**src/rtl/lane_mux_pkg.sv**
```systemverilog
// Shared encodings and defaults for the lane serializer (lane_mux_n and its helpers).
package lane_mux_pkg;

    typedef enum logic {
        MODE_FIXED   = 1'b0,
        MODE_COMPACT = 1'b1
    } mode_e;

    typedef enum logic {
        ST_IDLE  = 1'b0,
        ST_SHIFT = 1'b1
    } state_e;

    localparam int MAX_LANES     = 16;
    localparam int IDLE_WORD_DEF = 0;

endpackage

```
**src/rtl/lane_mux_prio.sv**
```systemverilog
// Lowest set bit of vec at or above start. Purely combinational, no flow control.
module lane_mux_prio #(
    parameter int N = 4
) (
    input  logic [N-1:0]         vec,
    input  logic [$clog2(N)-1:0] start,
    output logic [$clog2(N)-1:0] idx,
    output logic                 found
);
    localparam int W = $clog2(N);

    always_comb begin
        idx   = '0;
        found = 1'b0;
        // Descending scan so the lowest qualifying lane is the final assignment.
        for (int i = N - 1; i >= 0; i--) begin
            if (vec[i] && (i >= int'(start))) begin
                idx   = W'(i);
                found = 1'b1;
            end
        end
    end

endmodule

```
**src/rtl/lane_mux_n.sv**
```systemverilog
// Serializes lane groups to one word per cycle; first slot 1 cycle after accept, grp_ready low while pending full.
// Optional LANE_MUX_PARITY_EN adds a registered even-parity output par_out.
module lane_mux_n
    import lane_mux_pkg::*;
#(
    parameter int                NUM_LANES = 4,
    parameter int                DATA_W    = 8,
    parameter logic [DATA_W-1:0] IDLE_WORD = DATA_W'(IDLE_WORD_DEF)
) (
    input  logic                          clk_f,
    input  logic                          reset,
    input  logic                          mode,
    input  logic                          grp_valid,
    output logic                          grp_ready,
    input  logic [NUM_LANES*DATA_W-1:0]   data_in,
    input  logic [NUM_LANES-1:0]          valid_in,
    output logic [DATA_W-1:0]             data_out,
    output logic                          valid_out,
    output logic [$clog2(NUM_LANES)-1:0]  lane_out,
    output logic                          busy
`ifdef LANE_MUX_PARITY_EN
    ,
    output logic                          par_out
`endif
);
    localparam int LW = $clog2(NUM_LANES);

    state_e                      state, state_nxt;
    logic [NUM_LANES*DATA_W-1:0] act_dat, pend_dat;
    logic [NUM_LANES-1:0]        act_vld, pend_vld;
    logic                        act_mode, pend_mode, pend_full, rdy_en;
    logic [LW-1:0]               idx, cur_lane, prio_idx, nxt_lane;
    logic                        prio_found, slot_vld, last, more;
    logic                        accept, slot_go, act_free, nxt_vld;
    logic [DATA_W-1:0]           nxt_dat;

    assign grp_ready = rdy_en && !pend_full;
    assign accept    = grp_valid && grp_ready;
    assign slot_go   = (state == ST_SHIFT);
    assign busy      = slot_go;

    lane_mux_prio #(.N(NUM_LANES)) u_prio (
        .vec   (act_vld),
        .start (idx),
        .idx   (prio_idx),
        .found (prio_found)
    );

    always_comb begin
        more = 1'b0;
        for (int i = 0; i < NUM_LANES; i++) begin
            if (act_vld[i] && (i > int'(prio_idx))) more = 1'b1;
        end
        if (act_mode == MODE_COMPACT) begin
            cur_lane = prio_idx;
            slot_vld = prio_found;
            last     = !prio_found || !more;
        end else begin
            cur_lane = idx;
            slot_vld = act_vld[idx];
            last     = (idx == LW'(NUM_LANES - 1));
        end
        act_free = !slot_go || last;
    end

    always_ff @(posedge clk_f or posedge reset) begin
        if (reset) state <= ST_IDLE;
        else       state <= state_nxt;
    end

    always_comb begin
        state_nxt = state;
        case (state)
            ST_IDLE:  if (accept) state_nxt = ST_SHIFT;
            ST_SHIFT: if (last && !pend_full && !accept) state_nxt = ST_IDLE;
            default:  state_nxt = ST_IDLE;
        endcase
    end

    always_comb begin
        nxt_vld  = slot_go && slot_vld;
        nxt_dat  = nxt_vld ? act_dat[int'(cur_lane)*DATA_W +: DATA_W] : IDLE_WORD;
        nxt_lane = (slot_go && ((act_mode == MODE_FIXED) || slot_vld)) ? cur_lane : '0;
    end

    always_ff @(posedge clk_f or posedge reset) begin
        if (reset) begin
            rdy_en    <= 1'b0;
            act_dat   <= '0;
            act_vld   <= '0;
            act_mode  <= 1'b0;
            pend_dat  <= '0;
            pend_vld  <= '0;
            pend_mode <= 1'b0;
            pend_full <= 1'b0;
            idx       <= '0;
            data_out  <= IDLE_WORD;
            valid_out <= 1'b0;
            lane_out  <= '0;
        end else begin
            rdy_en    <= 1'b1;
            data_out  <= nxt_dat;
            valid_out <= nxt_vld;
            lane_out  <= nxt_lane;
            if (slot_go) idx <= last ? '0 : cur_lane + 1'b1;
            // A group arriving on the last slot with pending empty goes straight to active: no bubble.
            if (act_free) begin
                if (pend_full) begin
                    act_dat   <= pend_dat;
                    act_vld   <= pend_vld;
                    act_mode  <= pend_mode;
                    pend_full <= 1'b0;
                end else if (accept) begin
                    act_dat  <= data_in;
                    act_vld  <= valid_in;
                    act_mode <= mode;
                end
            end else if (accept) begin
                pend_dat  <= data_in;
                pend_vld  <= valid_in;
                pend_mode <= mode;
                pend_full <= 1'b1;
            end
        end
    end

`ifdef LANE_MUX_PARITY_EN
    always_ff @(posedge clk_f or posedge reset) begin
        if (reset) par_out <= 1'b0;
        else       par_out <= nxt_vld ? ^nxt_dat : 1'b0;
    end
`endif

endmodule

```
**config.mk**
```make
export PLATFORM = sky130hd
export DESIGN_NAME = lane_mux_n
export DESIGN_NICKNAME = d
export VERILOG_FILES = /design/src/rtl/lane_mux_pkg.sv /design/src/rtl/lane_mux_prio.sv /design/src/rtl/lane_mux_n.sv
export SDC_FILE = /design/constraint.sdc
export NUM_CORES = 1
export LEC_CHECK = 0
export ABC_AREA = 1
export ABC_CLOCK_PERIOD_IN_PS = 9100
export CELL_PAD_IN_SITES_DETAIL_PLACEMENT = 0
export CELL_PAD_IN_SITES_GLOBAL_PLACEMENT = 1
export CORE_MARGIN = 4
export CORE_UTILIZATION = 44
export DETAILED_ROUTE_END_ITERATION = 8
export GPL_TIMING_DRIVEN = 0
export PLACE_DENSITY_LB_ADDON = 0.08
export SYNTH_ARGS = -nofsm -noshare
export SYNTH_HDL_FRONTEND = slang
export SYNTH_SLANG_ARGS = --single-unit
```
**constraint.sdc**
```tcl
create_clock -name clk_f -period 9.1 [get_ports clk_f]
set_input_delay 1.82 -clock clk_f [delete_from_list [all_inputs] [get_ports clk_f]]
set_output_delay 1.82 -clock clk_f [all_outputs]
set_load 0.05 [all_outputs]
```
==> impl_metrics.toml, run 1 <==
[sta]
slew_headroom = 0.640
setup_viol = 0
rsz0062_at_grt = "false"
max_freq_mhz = 282
maxSlewViolCount = 0
fin_crit_sh = 0.390
setup_ws_ns = 5.55
period_needed_ns = 3.55
setup_tns_ns = 0
skew_ns = 0.0101
tightest_slew_ns = 0.540
hold_viol_final = 0

[finish]
fin_nets = 697
fill_cells = 967
diodes = 0
instances_no_fill = 795
area_delta_synth_final_pct = 20.6
drive_gt1_frac = 0.0967

[routing]
first_pass_iters = 4
route.detailed.wl_per_inst_um = 14.3
drc = 0
vias = 3960
vias_per_cell = 4.98
drt_iter0_markers = 276
ant_nets = 0
wirelength_um = 11300

[yosys]
syn_nets = 633
synth_area_um2 = 4510
synth.yosys.seq_area_share = 0.500
netlist-cell-type-count = 26
yosys_warnings = 0
synthCells = 593
synth.avg_cell_area_um2 = 7.60
synth_seq_cells = 90

[power]
p_leak_nw = 2.86
powerDensity_nw_per_um2 = 346
vdd_drop_max_mv = 0.144

[clocking]
htreeDepth = 3
ctsResizeCount = 0
cts_tree = "done"
clock-root-buffer = "clkbuf_8"
cts_made_buffers = 9
path_clk_slew_ns = 0.09
cts_sinks = 90
insertion_delay_ns = 0.35
postCtsSetupRepairBufs = 0
cts_hold_buffers = 0
clock_path_buffers = 2

[floorplanning]
die_y_um = 109
dieWidth_um = 109
num_rows = 36
fp.coreArea_um2 = 9860
io_pins = 53
initial_core_util = 0.457
dieArea_um2 = 11900

[placed_design]
post-place-ws_ns = 5.63
dp.final_hpwl_um = 8410
place.gp.congestion = 0.793
dp.cells = 779
numPortBuffers = 52

[critical_path]
worstPathArrival_ns = 1.73
critPathCaptureType = "output pin"
cpPeakStageDelay_ns = 0.82
crit_buf_inv = 1
required_ns = 7.28
worst_path_dominant_cell_family = "buffers and inverters"
crit_slowest_cell = "clkdlybuf4s50_1"
crit_fanout = 3
start_kind = "register"
crit_chain = "nor2_1, clkdlybuf4s50_1"
crit_type = "reg2out"

[grt]
grt_pass1_vias = 3730
grt_pass1_wl_um = 19100
grt_usage = 0.208
antenna_found_initial = 0
gr-total-overflow = 0
grt_max_degree = 67

[outcome]
status = "finished, final reports clean"

[flow_run]
drv_cap = 0

[min_path]
min_path_type = "reg2reg"
[worst reg2reg max path, delay by kind of cell (launching register included)]
family,cells,cell delay (ns)
simple gates,4,0.40
buf+inv,3,0.92
flops,1,0.41
[cell usage in the layout (no fill, tap or decap), drive strengths merged]
cell / Yosys / layout
nand2: 307 / 307
dfrtp: 90 / 90
clkdlybuf4s50: 0 / 52
nand3: 40 / 40
nand4: 37 / 37
buf: 34 / 35
inv: 31 / 33
a21oi: 18 / 18
clkbuf: 5 / 15
o21ai: 12 / 12
or2: 8 / 8
nor2: 6 / 6
clkinvlp: 0 / 3
o22ai: 1 / 1
o2111ai: 1 / 1
o211ai: 1 / 1
xnor2: 1 / 1
bufinv: 0 / 1
conb: 1 / 1
[through the flow]
step	cell area (um^2)	total power, mW	utilization	hold slack (ns)
5_1_grt	5440	2.06	0.551	0.495
6_report	5440	1.88	0.551	0.476
3_3_place_gp	5190	1.59	0.527	0.452
3_5_place_dp	5230	1.61	0.530	0.458
2_1_floorplan	4510	1.34	-	0.434
4_1_cts	5440	1.90	0.551	0.479
[Yosys cell counts, drive strengths merged]
cell type / number / area, um^2
o2111ai: 1 / 8.76
xnor2: 1 / 8.76
nand2: 307 / 1180
nor2: 6 / 22.5
nand4: 37 / 231
or2: 8 / 50.1
o21ai: 12 / 63.8
clkbuf: 5 / 18.8
o211ai: 1 / 7.51
dfrtp: 90 / 2250
o22ai: 1 / 6.26
nand3: 40 / 218
inv: 31 / 116
buf: 34 / 228
a21oi: 18 / 90.1
conb: 1 / 3.75
[kinds of logic after synthesis]
| group | count (synthesis) | share of synthesized area |
|---|---|---|
| and+or+nand+nor | 398 | 0.378 |
| AOI/OAI and AO/OA | 33 | 0.0391 |
| other | 1 | 0.000832 |
| DFF | 90 | 0.500 |
| buffers and inverters | 70 | 0.0805 |
| xor gates and xnor gates | 1 | 0.00194 |
[path summary, 6_finish.rpt]
kind	start	to	slack, ns	depth (start not counted)
worst max register to register	pend_full$_DFFE_PP0P_	act_dat[8]$_DFFE_PP0P_	7.31	7
worst max-delay path	pend_full$_DFFE_PP0P_	grp_ready	5.55	2
min in group asynchronous	reset	act_dat[26]$_DFFE_PP0P_	1.77	2
worst min-delay path	pend_dat[16]$_DFFE_PP0P_	pend_dat[16]$_DFFE_PP0P_	0.48	2
max in group asynchronous	reset	pend_dat[30]$_DFFE_PP0P_	6.68	3
worst min register to register	pend_dat[16]$_DFFE_PP0P_	pend_dat[16]$_DFFE_PP0P_	0.48	2
[flip-flops by register name, summed over array words and instances, names as in the netlist]
signal	flops
act_dat	32
act_mode	1
act_vld	4
busy	1
data_out	8
idx	2
lane_out	2
pend_dat	32
pend_full	1
pend_mode	1
pend_vld	4
rdy_en	1
valid_out	1
[per-layer routing]
layer / vias to the layer above / share of wire / GRT usage
met3: 11 / 0.044 / 0.0272
met1: 1841 / 0.51 / 0.313
li1: 2011 / - / -
met4: 0 / 0.011 / 0.0534
met5: - / 0 / 0
met2: 97 / 0.44 / 0.318
[power breakdown]
part           internal (mW)  total (mW)  switching (mW)
Combinational          0.331       0.932           0.601
Sequential             0.571       0.665          0.0932
Clock                  0.137       0.286           0.148
Total                   1.04        1.88           0.843
[layout make-up]
| cell class | count | area [um^2] | share of cell area |
|---|---|---|---|
| multi-input combinational | 433 | 1890 | 0.348 |
| timing repair buffer | 53 | 548 | 0.101 |
| inverter | 31 | 119 | 0.0219 |
| buffer | 39 | 246 | 0.0453 |
| tap | 133 | 166 | 0.0306 |
| clock buffer | 10 | 138 | 0.0253 |
| sequential | 90 | 2250 | 0.414 |
| clock inverter | 6 | 72.6 | 0.0134 |
(Power assumes the default switching activity.)
==> inputs of run 2 (changes only) <==
--- a/config.mk
+++ b/config.mk
@@ -6,11 +6,11 @@
 export NUM_CORES = 1
 export LEC_CHECK = 0
 export ABC_AREA = 1
-export ABC_CLOCK_PERIOD_IN_PS = 9100
+export ABC_CLOCK_PERIOD_IN_PS = 3700
 export CELL_PAD_IN_SITES_DETAIL_PLACEMENT = 0
 export CELL_PAD_IN_SITES_GLOBAL_PLACEMENT = 1
 export CORE_MARGIN = 4
-export CORE_UTILIZATION = 44
+export CORE_UTILIZATION = 41
 export DETAILED_ROUTE_END_ITERATION = 8
 export GPL_TIMING_DRIVEN = 0
 export PLACE_DENSITY_LB_ADDON = 0.08
==> constraint.sdc (replaced) <==
create_clock -name clk_f -period 3.7 [get_ports clk_f]
set_input_delay 0.74 -clock clk_f [delete_from_list [all_inputs] [get_ports clk_f]]
set_output_delay 0.74 -clock clk_f [all_outputs]
set_load 0.05 [all_outputs]
==> impl_metrics.toml, run 2 (same netlist as run 1, synthesis figures left out) <==
[finish]
final_common_cell = "nand2_1"
drive_gt1_frac = 0.0967
diodes = 0
fill_cells = 1088
largest_registers = "act_dat (32), pend_dat (32), data_out (8)"
fin_nets = 697
final_area_um2 = 5450
multi_input_area_um2 = 1890
area_delta_synth_final_pct = 20.8
final_cell_mix = "301 x nand2_1, 90 x dfrtp_1, 52 x clkdlybuf4s50_1"
register_area_um2 = 2250
final_core_util = 0.505

[floorplanning]
initial_core_util = 0.418
dieWidth_um = 113
num_rows = 38
fp.coreArea_um2 = 10800
die_y_um = 113
dieArea_um2 = 12700
io_pins = 53

[clocking]
clock_path_buffers = 2
clock-root-buffer = "clkbuf_8"
ctsResizeCount = 0
path_clk_slew_ns = 0.09
cts_made_buffers = 9
cts_hold_buffers = 0
insertion_delay_ns = 0.37
cts_tree = "done"
cts_sinks = 90
htreeDepth = 3
postCtsSetupRepairBufs = 0

[grt]
grt_pass1_wl_um = 19400
grt_pass1_vias = 3761
gr-total-overflow = 0
grt_usage = 0.193
antenna_found_initial = 0
use_met3 = 0.0316
top_usage_layer = "met1"
use_met1 = 0.291
grt_max_degree = 68
gr-usage-met2 = 0.279

[min_path]
min_path_type = "reg2reg"
hp-start = "pend_dat[13]$_DFFE_PP0P_"
hold_depth = 2
hold_end = "pend_dat[13]$_DFFE_PP0P_"

[sta]
max_freq_mhz = 398
tightest_slew_ns = 0.586
skew_ns = 0.00715
hold_viol_final = 0
setup_viol = 0
slew_headroom = 0.609
setup_tns_ns = 0
period_needed_ns = 2.51
holdWs_ns = 0.478
fin_crit_sh = 0.679
rsz0062_at_grt = "false"
maxSlewViolCount = 0

[critical_path]
cp-startpoint = "pend_full$_DFFE_PP0P_"
reg2reg_to = "pend_dat[25]$_DFFE_PP0P_"
crit_chain = "nor2_1, clkdlybuf4s50_1"
required_ns = 2.96
r2r_slack_ns = 1.90
reg2reg_depth = 7
crit_fanout = 3
cpPeakStageDelay_ns = 0.83
crit_type = "reg2out"
r2r-start = "pend_full$_DFFE_PP0P_"
critPathCaptureType = "output pin"
start_kind = "register"
worstPathArrival_ns = 1.77
crit_slowest_cell = "clkdlybuf4s50_1"

[routing]
first_pass_iters = 5
vias = 3887
route.detailed.wl_per_inst_um = 14.7
drc = 0
ant_nets = 0
wirelength_um = 11800
vias_per_cell = 4.85
drt_iter0_markers = 256

[placed_design]
dp.final_hpwl_um = 8640
place_area_um2 = 5230
numPortBuffers = 52
place.gp.congestion = 0.787

[power]
total_power_mw = 4.66
powerDensity_nw_per_um2 = 856
vdd_drop_max_mv = 0.335
p_leak_nw = 2.87

[flow_run]
drv_cap = 0

[outcome]
status = "finished, final reports clean"
## run 2: power breakdown
| part | internal, mW | total, mW | switching (mW) |
|---|---|---|---|
| Clock | 0.339 | 0.720 | 0.381 |
| Sequential | 1.41 | 1.63 | 0.227 |
| Combinational | 0.814 | 2.31 | 1.49 |
| Total | 2.56 | 4.66 | 2.10 |
## run 2: stage by stage
step	setup slack (ns)	std cells
6_report	1.19	802
5_1_grt	1.14	802
4_1_cts	1.17	802
3_5_place_dp	1.29	786
3_3_place_gp	-0.866	785
2_1_floorplan	0.625	593
## run 2: worst max path at each step
stage                                to  cells after the start
5_1_grt                       grp_ready                      2
3_5_place_dp   pend_dat[18]$_DFFE_PP0P_                      7
2_1_floorplan    act_dat[0]$_DFFE_PP0P_                      1
6_report                      grp_ready                      2
3_3_place_gp    pend_dat[8]$_DFFE_PP0P_                      2
4_1_cts                       grp_ready                      2
## run 2: cell type report
cell class / instances / share of cell area
inverters: 31 / 0.0218
plain buffers: 39 / 0.0453
well taps: 140 / 0.0322
clock inverters: 6 / 0.0136
repair buffers: 53 / 0.101
flip-flops and latches: 90 / 0.414
clock buffers: 10 / 0.0253
multi-input cells: 433 / 0.348
## run 2: critical path, delay by kind of cell, from the launching register on
family / cells / cell delay (ns)
flops: 1 / 0.42
buf+inv: 1 / 0.83
simple gates: 1 / 0.15
## run 2: metal layers
layer  share of wire  up-vias  wire, um
li1                -     2014         -
met1            0.51     1768      6020
met2            0.43       88      5040
met3           0.042       17       490
met4           0.021        0       253
met5               0        -         0
==> inputs of run 3 (changes only) <==
--- a/config.mk
+++ b/config.mk
@@ -6,11 +6,11 @@
 export NUM_CORES = 1
 export LEC_CHECK = 0
 export ABC_AREA = 1
-export ABC_CLOCK_PERIOD_IN_PS = 3700
+export ABC_CLOCK_PERIOD_IN_PS = 2300
 export CELL_PAD_IN_SITES_DETAIL_PLACEMENT = 0
 export CELL_PAD_IN_SITES_GLOBAL_PLACEMENT = 1
 export CORE_MARGIN = 4
-export CORE_UTILIZATION = 41
+export CORE_UTILIZATION = 37
 export DETAILED_ROUTE_END_ITERATION = 8
 export GPL_TIMING_DRIVEN = 0
 export PLACE_DENSITY_LB_ADDON = 0.08
==> constraint.sdc (replaced) <==
create_clock -name clk_f -period 2.3 [get_ports clk_f]
set_input_delay 0.46 -clock clk_f [delete_from_list [all_inputs] [get_ports clk_f]]
set_output_delay 0.46 -clock clk_f [all_outputs]
set_load 0.05 [all_outputs]
==> impl_metrics.toml, run 3 (same netlist as run 1, synthesis figures left out) <==
[grt]
grt_pass1_vias = 3817
gr-total-overflow = 0
grt_max_degree = 34
antenna_found_initial = 0
grt_pass1_wl_um = 19900
grt_usage = 0.178

[routing]
drt_iter0_markers = 228
vias = 3910
first_pass_iters = 4
vias_per_cell = 4.83
route.detailed.wl_per_inst_um = 14.6
ant_nets = 0
wirelength_um = 11900
drc = 0

[power]
swShare = 0.432
combPwrFrac = 0.477
vdd_drop_max_mv = 0.438
pwr-share-seq = 0.339
powerDensity_nw_per_um2 = 1400
power_switching_mw = 3.36
internal_power_mw = 4.42
power.clock.fraction = 0.184
total_power_mw = 7.77
p_leak_nw = 2.90

[critical_path]
crit_chain = "nor2_1, clkdlybuf4s50_1"
critPathCaptureType = "output pin"
cpPeakStageDelay_ns = 0.82
start_kind = "register"
crit_slowest_cell = "clkdlybuf4s50_1"
crit_type = "reg2out"
crit_fanout = 3
required_ns = 1.84
worstPathArrival_ns = 1.71

[floorplanning]
dieArea_um2 = 14000
num_rows = 40
initial_core_util = 0.377
io_pins = 53
dieWidth_um = 118
fp.coreArea_um2 = 12000
die_y_um = 118

[finish]
instances_no_fill = 810
register_area_um2 = 2250
fill_cells = 1233
multi_input_area_um2 = 1890
area_delta_synth_final_pct = 23.0
final_core_util = 0.463
diodes = 0
final_cell_mix = "301 x nand2_1, 90 x dfrtp_1, 52 x clkdlybuf4s50_1"
final_area_um2 = 5540
final_common_cell = "nand2_1"
drive_gt1_frac = 0.0950
largest_registers = "act_dat (32), pend_dat (32), data_out (8)"
fin_nets = 698

[flow_run]
drv_cap = 0

[placed_design]
place.gp.congestion = 0.771
dp.cells = 794
dp.final_hpwl_um = 8940
numPortBuffers = 52
place_area_um2 = 5260

[clocking]
cts_hold_buffers = 0
clock-root-buffer = "clkbuf_16"
insertion_delay_ns = 0.34
ctsResizeCount = 0
cts_sinks = 90
htreeDepth = 3
postCtsSetupRepairBufs = 0
path_clk_slew_ns = 0.06
cts_made_buffers = 9
cts_tree = "done"
clock_path_buffers = 2

[sta]
setup_viol = 0
holdWs_ns = 0.467
period_needed_ns = 2.17
hold_viol_final = 0
max_freq_mhz = 460
rsz0062_at_grt = "false"
maxSlewViolCount = 0
tightest_slew_ns = 0.661
skew_ns = 0.00349
fin_crit_sh = 0.945
slew_headroom = 0.559

[min_path]
min_path_type = "reg2reg"

[outcome]
status = "finished, final reports clean"
## run 3: cell types whose count changed in the layout (fill, tap and decap cells not counted)
| cell | previous run | this run |
|---|---|---|
| clkinv_2 | 0 | 2 |
| buf_16 | 1 | 0 |
| clkbuf_1 | 5 | 7 |
| clkbuf_16 | 0 | 9 |
| buf_12 | 0 | 2 |
| clkinv_4 | 1 | 0 |
| inv_8 | 1 | 0 |
| inv_6 | 1 | 0 |
| inv_4 | 1 | 0 |
| clkinvlp_4 | 2 | 3 |
| clkbuf_8 | 10 | 0 |
## run 3: path summary, 6_finish.rpt
check | startpoint | end | slack (ns) | cells after the start
max | pend_full$_DFFE_PP0P_ | grp_ready | 0.13 | 2
min reg2reg | act_dat[0]$_DFFE_PP0P_ | act_dat[0]$_DFFE_PP0P_ | 0.47 | 2
min | act_dat[0]$_DFFE_PP0P_ | act_dat[0]$_DFFE_PP0P_ | 0.47 | 2
min in group asynchronous | reset | act_vld[1]$_DFFE_PP0P_ | 0.56 | 2
max in group asynchronous | reset | pend_dat[28]$_DFFE_PP0P_ | 0.93 | 4
max reg2reg | pend_full$_DFFE_PP0P_ | pend_dat[18]$_DFFE_PP0P_ | 0.52 | 7
## run 3: power by group through the flow
stage,sequential (mW),clock (mW),combinational (mW)
after floorplan,2.74,0,2.57
after global placement,2.65,0,3.70
after detailed placement,2.66,0,3.76
after CTS,2.64,1.47,3.76
after global routing,2.72,1.54,4.21
final,2.63,1.43,3.71
## run 3: final cells by class
class / instances / area share
multi-input combinational: 433 / 0.341
inverter: 31 / 0.0217
clock inverter: 5 / 0.00993
sequential: 90 / 0.406
timing repair buffer: 54 / 0.101
tap: 147 / 0.0332
clock buffer: 11 / 0.0420
buffer: 39 / 0.0445
## run 3: worst max-delay path: cells and delay by family (launching register included)
family	cells	cell delay, ns
buf+inv	1	0.82
flops	1	0.41
simple gates	1	0.15
## run 3: metrics by stage
step,TNS (ns),setup slack (ns)
final,0,0.126
after global routing,0,0.0609
after CTS,0,0.107
after detailed placement,0,0.170
after global placement,-23.53,-0.269
after floorplan,0,0.141
## run 3: layer usage
| layer | track usage | part of all wire | vias up |
|---|---|---|---|
| met1 | 0.269 | 0.52 | 1817 |
| li1 | - | - | 2009 |
| met3 | 0.0278 | 0.036 | 15 |
| met4 | 0.0630 | 0.017 | 0 |
| met2 | 0.259 | 0.43 | 69 |
| met5 | 0 | 0 | - |
